===== config.mk =====
export PLATFORM = sky130hd
export DESIGN_NAME = pipeline_stage_responder
export DESIGN_NICKNAME = d
export VERILOG_FILES = /design/src/rtl/pipeline_ctrl_pkg.sv /design/src/rtl/busy_timeout_counter.sv /design/src/rtl/pipeline_stage_responder.sv
export SDC_FILE = /design/constraint.sdc
export NUM_CORES = 1
export LEC_CHECK = 0
export CAP_MARGIN = 20
export CORE_MARGIN = 2
export CORE_UTILIZATION = 36
export DETAILED_ROUTE_END_ITERATION = 10
export GPL_ROUTABILITY_DRIVEN = 0
export PLACE_DENSITY = 0.75
export REMOVE_ABC_BUFFERS = 1
export SLEW_MARGIN = 30
export SYNTH_ARGS = -nofsm -noshare
export SYNTH_HDL_FRONTEND = slang
export SYNTH_SLANG_ARGS = --single-unit

===== constraint.sdc =====
create_clock -name clk_i -period 1.6 [get_ports clk_i]
set_input_delay 0.24 -clock clk_i [delete_from_list [all_inputs] [get_ports clk_i]]
set_output_delay 0.24 -clock clk_i [all_outputs]
set_load 0.05 [all_outputs]

===== src/rtl/pipeline_ctrl_pkg.sv =====
// Shared types and defaults for the pipeline start/clean/ready stage responders.
package pipeline_ctrl_pkg;

  localparam int unsigned DefaultDataW = 32;
  localparam int unsigned DefaultResW  = 32;

  typedef enum logic [1:0] {
    StIdle = 2'd0,
    StBusy = 2'd1,
    StDone = 2'd2
  } stage_state_e;

endpackage


===== src/rtl/busy_timeout_counter.sv =====
// Saturating busy-cycle counter with a terminal-count flag at TimeoutCycles-1.
module busy_timeout_counter #(
  parameter int unsigned CntW          = 8,
  parameter int unsigned TimeoutCycles = 255
) (
  input  logic            clk_i,
  input  logic            rst_ni,
  input  logic            clear_i,
  input  logic            enable_i,
  output logic [CntW-1:0] count_o,
  output logic            terminal_o
);

  localparam logic [CntW-1:0] CntMax  = {CntW{1'b1}};
  localparam logic [CntW-1:0] CntTerm = CntW'(TimeoutCycles - 1);

  logic [CntW-1:0] count_d, count_q;

  always_comb begin
    count_d = count_q;
    if (clear_i) begin
      count_d = '0;
    end else if (enable_i && (count_q != CntMax)) begin
      count_d = count_q + 1'b1;
    end
  end

  always_ff @(posedge clk_i or negedge rst_ni) begin
    if (!rst_ni) begin
      count_q <= '0;
    end else begin
      count_q <= count_d;
    end
  end

  assign count_o    = count_q;
  assign terminal_o = (count_q == CntTerm);

endmodule


===== src/rtl/pipeline_stage_responder.sv =====
// Stage responder: latches a task, drives a variable-latency datapath under a timeout
// guard and holds the result until downstream takes it.
module pipeline_stage_responder
  import pipeline_ctrl_pkg::*;
#(
  parameter int unsigned DataW         = DefaultDataW,
  parameter int unsigned ResW          = DefaultResW,
  parameter int unsigned TimeoutCycles = 255,
  parameter int unsigned CntW          = 8
) (
  input  logic             clk_i,
  input  logic             rst_ni,
  input  logic             start_i,
  input  logic             clean_i,
  input  logic             in_valid_i,
  input  logic [DataW-1:0] in_data_i,
  output logic             ready_o,
  output logic             work_go_o,
  output logic [DataW-1:0] work_operand_o,
  input  logic             work_done_i,
  input  logic [ResW-1:0]  work_result_i,
  output logic             work_abort_o,
  output logic             out_valid_o,
  output logic [ResW-1:0]  out_data_o,
  output logic             out_err_o,
  input  logic             out_taken_i,
  output logic [CntW-1:0]  busy_cycles_o
);

  stage_state_e     state_q;
  logic             work_go_q, work_abort_q, out_valid_q, out_err_q;
  logic [DataW-1:0] operand_q;
  logic [ResW-1:0]  out_data_q;
  logic             capture, cnt_enable, cnt_terminal;

  // A new task is accepted from IDLE, or from DONE when the held result leaves the same cycle.
  assign capture = !clean_i && start_i && in_valid_i &&
                   ((state_q == StIdle) || ((state_q == StDone) && out_taken_i));
  assign cnt_enable = (state_q == StBusy) && !clean_i;

  busy_timeout_counter #(
    .CntW          (CntW),
    .TimeoutCycles (TimeoutCycles)
  ) u_counter (
    .clk_i      (clk_i),
    .rst_ni     (rst_ni),
    .clear_i    (capture),
    .enable_i   (cnt_enable),
    .count_o    (busy_cycles_o),
    .terminal_o (cnt_terminal)
  );

  always_ff @(posedge clk_i or negedge rst_ni) begin
    if (!rst_ni) begin
      state_q      <= StIdle;
      work_go_q    <= 1'b0;
      work_abort_q <= 1'b0;
      out_valid_q  <= 1'b0;
      out_err_q    <= 1'b0;
      operand_q    <= '0;
      out_data_q   <= '0;
    end else begin
      work_go_q    <= 1'b0;
      work_abort_q <= 1'b0;
      if (clean_i) begin
        state_q      <= StIdle;
        out_valid_q  <= 1'b0;
        out_err_q    <= 1'b0;
        work_abort_q <= (state_q == StBusy);
      end else begin
        unique case (state_q)
          StIdle: begin
            if (capture) begin
              operand_q <= in_data_i;
              work_go_q <= 1'b1;
              state_q   <= StBusy;
            end
          end
          StBusy: begin
            // Completion beats a coincident timeout.
            if (work_done_i) begin
              out_data_q  <= work_result_i;
              out_err_q   <= 1'b0;
              out_valid_q <= 1'b1;
              state_q     <= StDone;
            end else if (cnt_terminal) begin
              out_data_q   <= '0;
              out_err_q    <= 1'b1;
              out_valid_q  <= 1'b1;
              work_abort_q <= 1'b1;
              state_q      <= StDone;
            end
          end
          StDone: begin
            if (out_taken_i) begin
              out_valid_q <= 1'b0;
              if (capture) begin
                operand_q <= in_data_i;
                work_go_q <= 1'b1;
                state_q   <= StBusy;
              end else begin
                state_q <= StIdle;
              end
            end
          end
          default: state_q <= StIdle;
        endcase
      end
    end
  end

  assign ready_o        = (state_q == StIdle);
  assign work_go_o      = work_go_q;
  assign work_abort_o   = work_abort_q;
  assign work_operand_o = operand_q;
  assign out_valid_o    = out_valid_q;
  assign out_data_o     = out_data_q;
  assign out_err_o      = out_err_q;

endmodule


## Word level (Yosys, flattened, before mapping)

Index checks and enable logic that the tools add are counted.

- Bits in registers: 78
- Latch bits: 0
- RAM bits: 0
- Bits in read-only memories: 0
- Input bits: 71
- Output and inout port bits: 77
- Logic and storage cells: 68
- Memories kept: 0

- Add/subtract/negate cells: 1
- $mul: 0
- Div/mod/pow operators: 0
- Magnitude comparators: 0
- Equality and inequality tests: 8
- Shift operators: 0
- Muxes and demuxes: 30
- Bitwise gates (word level): 1
- Reduce and logical (&&, ||, !) cells: 20

Operators by type and width:

| kind | number |
|---|---|
| $mux 32 | 4 |
| $pmux 32 s2 | 1 |
| $mux 8 | 2 |
| $mux 1 | 15 |
| $reduce_and 3->1 | 4 |
| $mux 2 | 5 |
| $add 8x1->8 const B | 1 |
| $eq 8x8->1 const B | 1 |
| $ne 8x8->1 const B | 1 |
| $reduce_bool 2->1 | 4 |
| $logic_and 1x1->1 | 6 |
| $pmux 2 s3 | 1 |
| $reduce_bool 3->1 | 2 |
| $ne 4x4->1 const B | 1 |
| $pmux 1 s2 | 2 |
| $ne 3x2->1 const B | 1 |
| $ne 3x3->1 const B | 1 |
| $eq 2x1->1 const B | 1 |
| $eq 2x2->1 const B | 1 |
| $logic_not 2->1 | 1 |
| $ne 2x2->1 const B | 1 |
| $reduce_and 2->1 | 1 |
| $logic_not 1->1 | 1 |
| $logic_or 1x1->1 | 1 |
| $not 1->1 | 1 |

## Logic depth before layout (Yosys ltp)

- Word-level depth: 8
- Depth in mapped cells: 7
- Mapped depth without buffers: 6

## By module

Synthesis repeated with hierarchy kept, for this count alone.

- Cell total of the unflattened synthesis: 224
- Area total of the unflattened synthesis: 3115.5 µm²

Modules (own cells, without submodules):

| module | instances | cells an instance | area an instance (µm²) | sequential area each (µm²) |
|---|---|---|---|---|
| pipeline_stage_responder | 1 | 171 | 2620.0 | 1751.7 |
| busy_timeout_counter | 1 | 53 | 495.5 | 200.2 |

## Least setup slack after synthesis

Ideal clock, no wire load.

- Path type: reg-to-reg
- Start point: register u_counter.count_q[3], in the netlist u_counter.count_o[3]
- End point: register out_data_q[10], in the netlist out_data_o[10]
- Arrival: 1.705 ns
- Path slack: -0.226 ns
- Stages on the path, launching flop included: 6
- Buffers on the path: 1
- Clock period less this slack: 1.826 ns
- Path through: dfrtp_1 > nand4_1 > o21bai_1 > nand2_1 > buf_2 > a22o_1

- Cells in the longest elaborated chain, start to end: 3

RTL lines:

| element | RTL line | source |
|---|---|---|
| from (decl) | busy_timeout_counter.sv:17 | `logic [CntW-1:0] count_d, count_q;` |
| from (signal assigned) | busy_timeout_counter.sv:32 | `count_q <= count_d;` |
| $eq 8x8->1 | busy_timeout_counter.sv:37 | `assign terminal_o = (count_q == CntTerm);` |
| $reduce_bool 2->1 (no source line) | n/a |  |
| $reduce_and 3->1 (no source line) | n/a |  |
| to (signal assigned) | pipeline_stage_responder.sv:82 | `out_data_q <= work_result_i;` |
| to (decl) | pipeline_stage_responder.sv:33 | `logic [ResW-1:0] out_data_q;` |

Every way passes these cells.
A chain may end at the register's enable or synchronous reset.

## Final worst setup path

- Start point: register u_counter.count_q[3], in the netlist u_counter.count_o[3]
- End point: register out_data_q[9], in the netlist out_data_o[9]

The elaborated chain is that of the path after synthesis.

==> insert_results.sql <==
INSERT INTO impl_metrics (metric_group, metric, value, unit) VALUES
('power_and_ir_drop', 'power.share.switching', '41.1', '%'),
('sta', 'highest_clock_rate', '659', 'MHz'),
('power_and_ir_drop', 'cell_internal_power', '0.00399', 'W'),
('grt', 'largest_net_degree_at_the_start_of_global_routing', '79', ''),
('clock_network', 'clock-sinks', '78', ''),
('sta', 'worst_slew_pin_slew', '413', 'ps'),
('routing', 'detail_route.first_pass.iterations', '4', ''),
('clock_network', 'clkTransAtPathRegs', '80', 'ps'),
('final_layout', 'multi_input_area', '1030', 'um2'),
('sta', 'setup_viol_count_final', '0', ''),
('routing', 'routed_via_density', '4.93', ''),
('die', 'design.die.area', '9160', 'um2'),
('routing', 'first_iter_violations', '83', ''),
('synth', 'synth_largest_type_area_fraction', '64.5', '%'),
('sta', 'hold_vio_cnt_final', '0', ''),
('power_and_ir_drop', 'total_power', '0.00678', 'W'),
('synth', 'synth_largest_area_cell', 'sky130_fd_sc_hd__dfrtp_1', ''),
('setup_path', 'cp.required', '1830', 'ps'),
('min_path', 'hp-class', 'input pin to async pin', ''),
('power_and_ir_drop', 'comb_power_share', '43.2', '%'),
('die', 'die_width', '95.7', 'um'),
('grt', 'gr-total-overflow', '0', ''),
('final_layout', 'mostFrequentLayoutCell', 'sky130_fd_sc_hd__buf_4', ''),
('sta', 'post-route-period-util', '94.9', '%'),
('synth', 'cell_types_occupying_the_most_area_after_synthesis', 'sky130_fd_sc_hd__dfrtp_1, sky130_fd_sc_hd__mux2_2, sky130_fd_sc_hd__a22o_1', ''),
('final_layout', 'antenna_cells_inserted', '0', ''),
('power_and_ir_drop', 'clockPowerShare', '18.4', '%'),
('die', 'chipHeight', '95.7', 'um'),
('power_and_ir_drop', 'cellLeakagePower', '2.28', 'nW'),
('setup_path', 'worst_ep_arrival_time', '1750', 'ps'),
('clock_network', 'tritoncts', 'built', ''),
('place', 'port_buffers', '147', ''),
('synth', 'post_synth_instance_area', '3030', 'um2'),
('power_and_ir_drop', 'irDropWorstVdd', '0.834', 'mV'),
('final_layout', 'leading_cell_types_in_the_layout_fill_and_taps_excluded', 'sky130_fd_sc_hd__buf_4, sky130_fd_sc_hd__dfrtp_1, sky130_fd_sc_hd__clkdlybuf4s50_1, sky130_fd_sc_hd__mux2_2, sky130_fd_sc_hd__a22o_1', ''),
('routing', 'drc', '0', ''),
('routing', 'detail_route.wirelength', '7790', 'um'),
('synth', 'netlist_instances', '212', ''),
('clock_network', 'h-tree-depth', '3', ''),
('final_layout', 'post_route_cells_drive_above_1_share', '39.9', '%'),
('synth', 'synthesis.area_per_instance', '14.3', 'um2'),
('sta', 'relSlewSlack', '72.5', '%'),
('sta', 'clock_skew', '4.74', 'ps'),
('place', 'dp_hpwl', '5470', 'um'),
('final_layout', 'ff_latch_area', '1950', 'um2'),
('job', 'cap_viol_max_count', '0', ''),
('synth', 'seq_area_frac_synth', '64.5', '%'),
('grt', 'grt_pass1_vias', '2386', ''),
('die', 'initial_core_util', '37.0', '%'),
('place', 'pre_cts_slack', '-174', 'ps'),
('setup_path', 'critPathKind', 'flop to flop', ''),
('setup_path', 'crit_fanout', '17', ''),
('synth', 'netlist_cell_types', '35', ''),
('final_layout', 'nNetsFinal', '456', ''),
('routing', 'antenna_violating_nets_post_route', '0', ''),
('grt', 'grt_util_all_layers', '17.1', '%'),
('routing', 'routedWlPerCell', '15.9', 'um'),
('synth', 'synth_seq_cells', '78', ''),
('synth', 'synth-warning-count', '0', ''),
('routing', 'route.vias.total', '2422', ''),
('setup_path', 'start_kind', 'flop', ''),
('power_and_ir_drop', 'p_per_area', '1400', 'nW/um2'),
('setup_path', 'critPathCaptureType', 'flop', ''),
('sta', 'timing.final.crit_period', '1520', 'ps'),
('grt', 'first_pass_grt_wire_length', '11900', 'um'),
('clock_network', 'numCtsBuffers', '9', ''),
('outcome', 'run_status', 'completed', ''),
('sta', 'setup_slack', '81.6', 'ps'),
('die', 'core_area', '8180', 'um2'),
('final_layout', 'final.fill_count', '682', ''),
('die', 'num_rows', '33', ''),
('final_layout', 'flow.area_growth_from_synthesis', '60.5', '%'),
('die', 'top_level_ports', '148', ''),
('sta', 'final-max-slew-violation-count', '0', ''),
('power_and_ir_drop', 'p_sw', '0.00278', 'W'),
('grt', 'antenna_violations_before_repair', '0', ''),
('power_and_ir_drop', 'power.sequential.fraction', '38.4', '%'),
('clock_network', 'clock_insertion_delay_worst_skew', '340', 'ps'),
('clock_network', 'cts_max_path_buffers', '2', ''),
('clock_network', 'clock_root_cell', 'sky130_fd_sc_hd__clkbuf_8', '');
cells by family (layout without fill, tap and decap cells):
| logic type | count (synthesis) | after routing | share of synthesized area (%) |
|---|---|---|---|
| and+or+nand+nor | 29 | 29 | 5.09 |
| xor gates and xnor gates | 2 | 2 | 0.579 |
| buffers and inverters | 17 | 191 | 2.89 |
| muxes | 33 | 33 | 12.2 |
| AOI/OAI and AO/OA | 51 | 51 | 13.9 |
| DFF | 78 | 78 | 64.5 |
| adders and majority gates | 2 | 2 | 0.827 |
power by group through the flow:
stage	clock, W	sequential, W	combinational, W
after floorplan	0	0.00404	0.000402
after global placement	0	0.00262	0.00288
after detailed placement	0	0.00263	0.00292
after CTS	0.00130	0.00260	0.00294
after global routing	0.00139	0.00266	0.00304
final	0.00125	0.00260	0.00292
layer usage:
metal / vias to the layer above / GRT usage, % / share of wire [%]
met2: 79 / 27.8 / 52
met1: 1208 / 22.0 / 41
met4: 0 / 7.14 / 2.0
li1: 1121 / - / -
met5: - / 0 / 0
met3: 14 / 3.76 / 5.2
state kept, by name, summed over array words and instances, names as in the netlist:
signal / flops
out_data_o: 32
work_operand_o: 32
u_counter.count_o: 8
state_q: 2
out_err_o: 1
out_valid_o: 1
work_abort_o: 1
work_go_o: 1
worst paths after layout:
check                                           from                 end  slack, ps  cells past startpoint
worst max-delay path            u_counter.count_o[3]       out_data_o[9]         80                      5
worst min-delay path                          rst_ni  work_operand_o[17]        450                      3
worst max register to register  u_counter.count_o[3]       out_data_o[9]         80                      5
worst min register to register    work_operand_o[11]  work_operand_o[11]        510                      1
max in group asynchronous                     rst_ni          state_q[1]        790                      3
min in group clk_i                 work_result_i[17]      out_data_o[17]        500                      2
repair_timing:
| action | in CTS | in global routing |
|---|---|---|
| gates cloned | 0 | 1 |
| hold endpoints to repair | 78 | 0 |
| pin swaps | 1 | 2 |
| hold buffers | 1 | 0 |
| setup endpoints to repair | 30 | 66 |
| gates resized for setup | 0 | 6 |
| buffers inserted | 2 | 1 |
critical path: stages, from the launching register on:
cell and delay (ps):
sky130_fd_sc_hd__dfrtp_1 370, sky130_fd_sc_hd__nand4_1 290, sky130_fd_sc_hd__o21bai_4 240, sky130_fd_sc_hd__nand2_2 110, sky130_fd_sc_hd__clkbuf_16 210, sky130_fd_sc_hd__a22o_1 190
cells in the mapped netlist (all sizes together):
cell type,count
o211ai,3
o31ai,2
nor4,1
nor3b,1
o31a,2
nor3,2
and4,1
mux2,32
o21a,2
a211oi,1
dfrtp,78
clkbuf,1
buf,10
ha,2
xnor2,1
nand4,2
xor2,1
a22o,32
nand2,7
nor2b,1
nor2,7
or4,1
inv,6
nand3,5
a211o,1
mux2i,1
a21oi,2
o21ai,3
o41ai,1
o21bai,1
o2111ai,1
and2,1
area by class of cell:
| cell class | count | share of cell area [%] |
|---|---|---|
| clock buffers | 12 | 2.99 |
| repair buffers | 171 | 32.2 |
| flip-flops and latches | 78 | 40.2 |
| well taps | 105 | 2.70 |
| multi-input cells | 117 | 21.2 |
| inverters | 6 | 0.464 |
| clock inverters | 2 | 0.206 |
metrics by stage:
step | utilization [%] | TNS [ps] | cell area [um2] | hold WS (ps) | cells
after floorplan | - | -71120 | 2960 | -55.6 | 201
after global placement | 56.5 | -7050 | 4620 | 294 | 472
after detailed placement | 56.5 | -8350 | 4620 | 301 | 472
after CTS | 58.7 | 0 | 4800 | 470 | 489
after global routing | 59.4 | -16.9 | 4860 | 489 | 491
final | 59.4 | 0 | 4860 | 454 | 491
No activity file was read; power rests on OpenSTA's default activity.
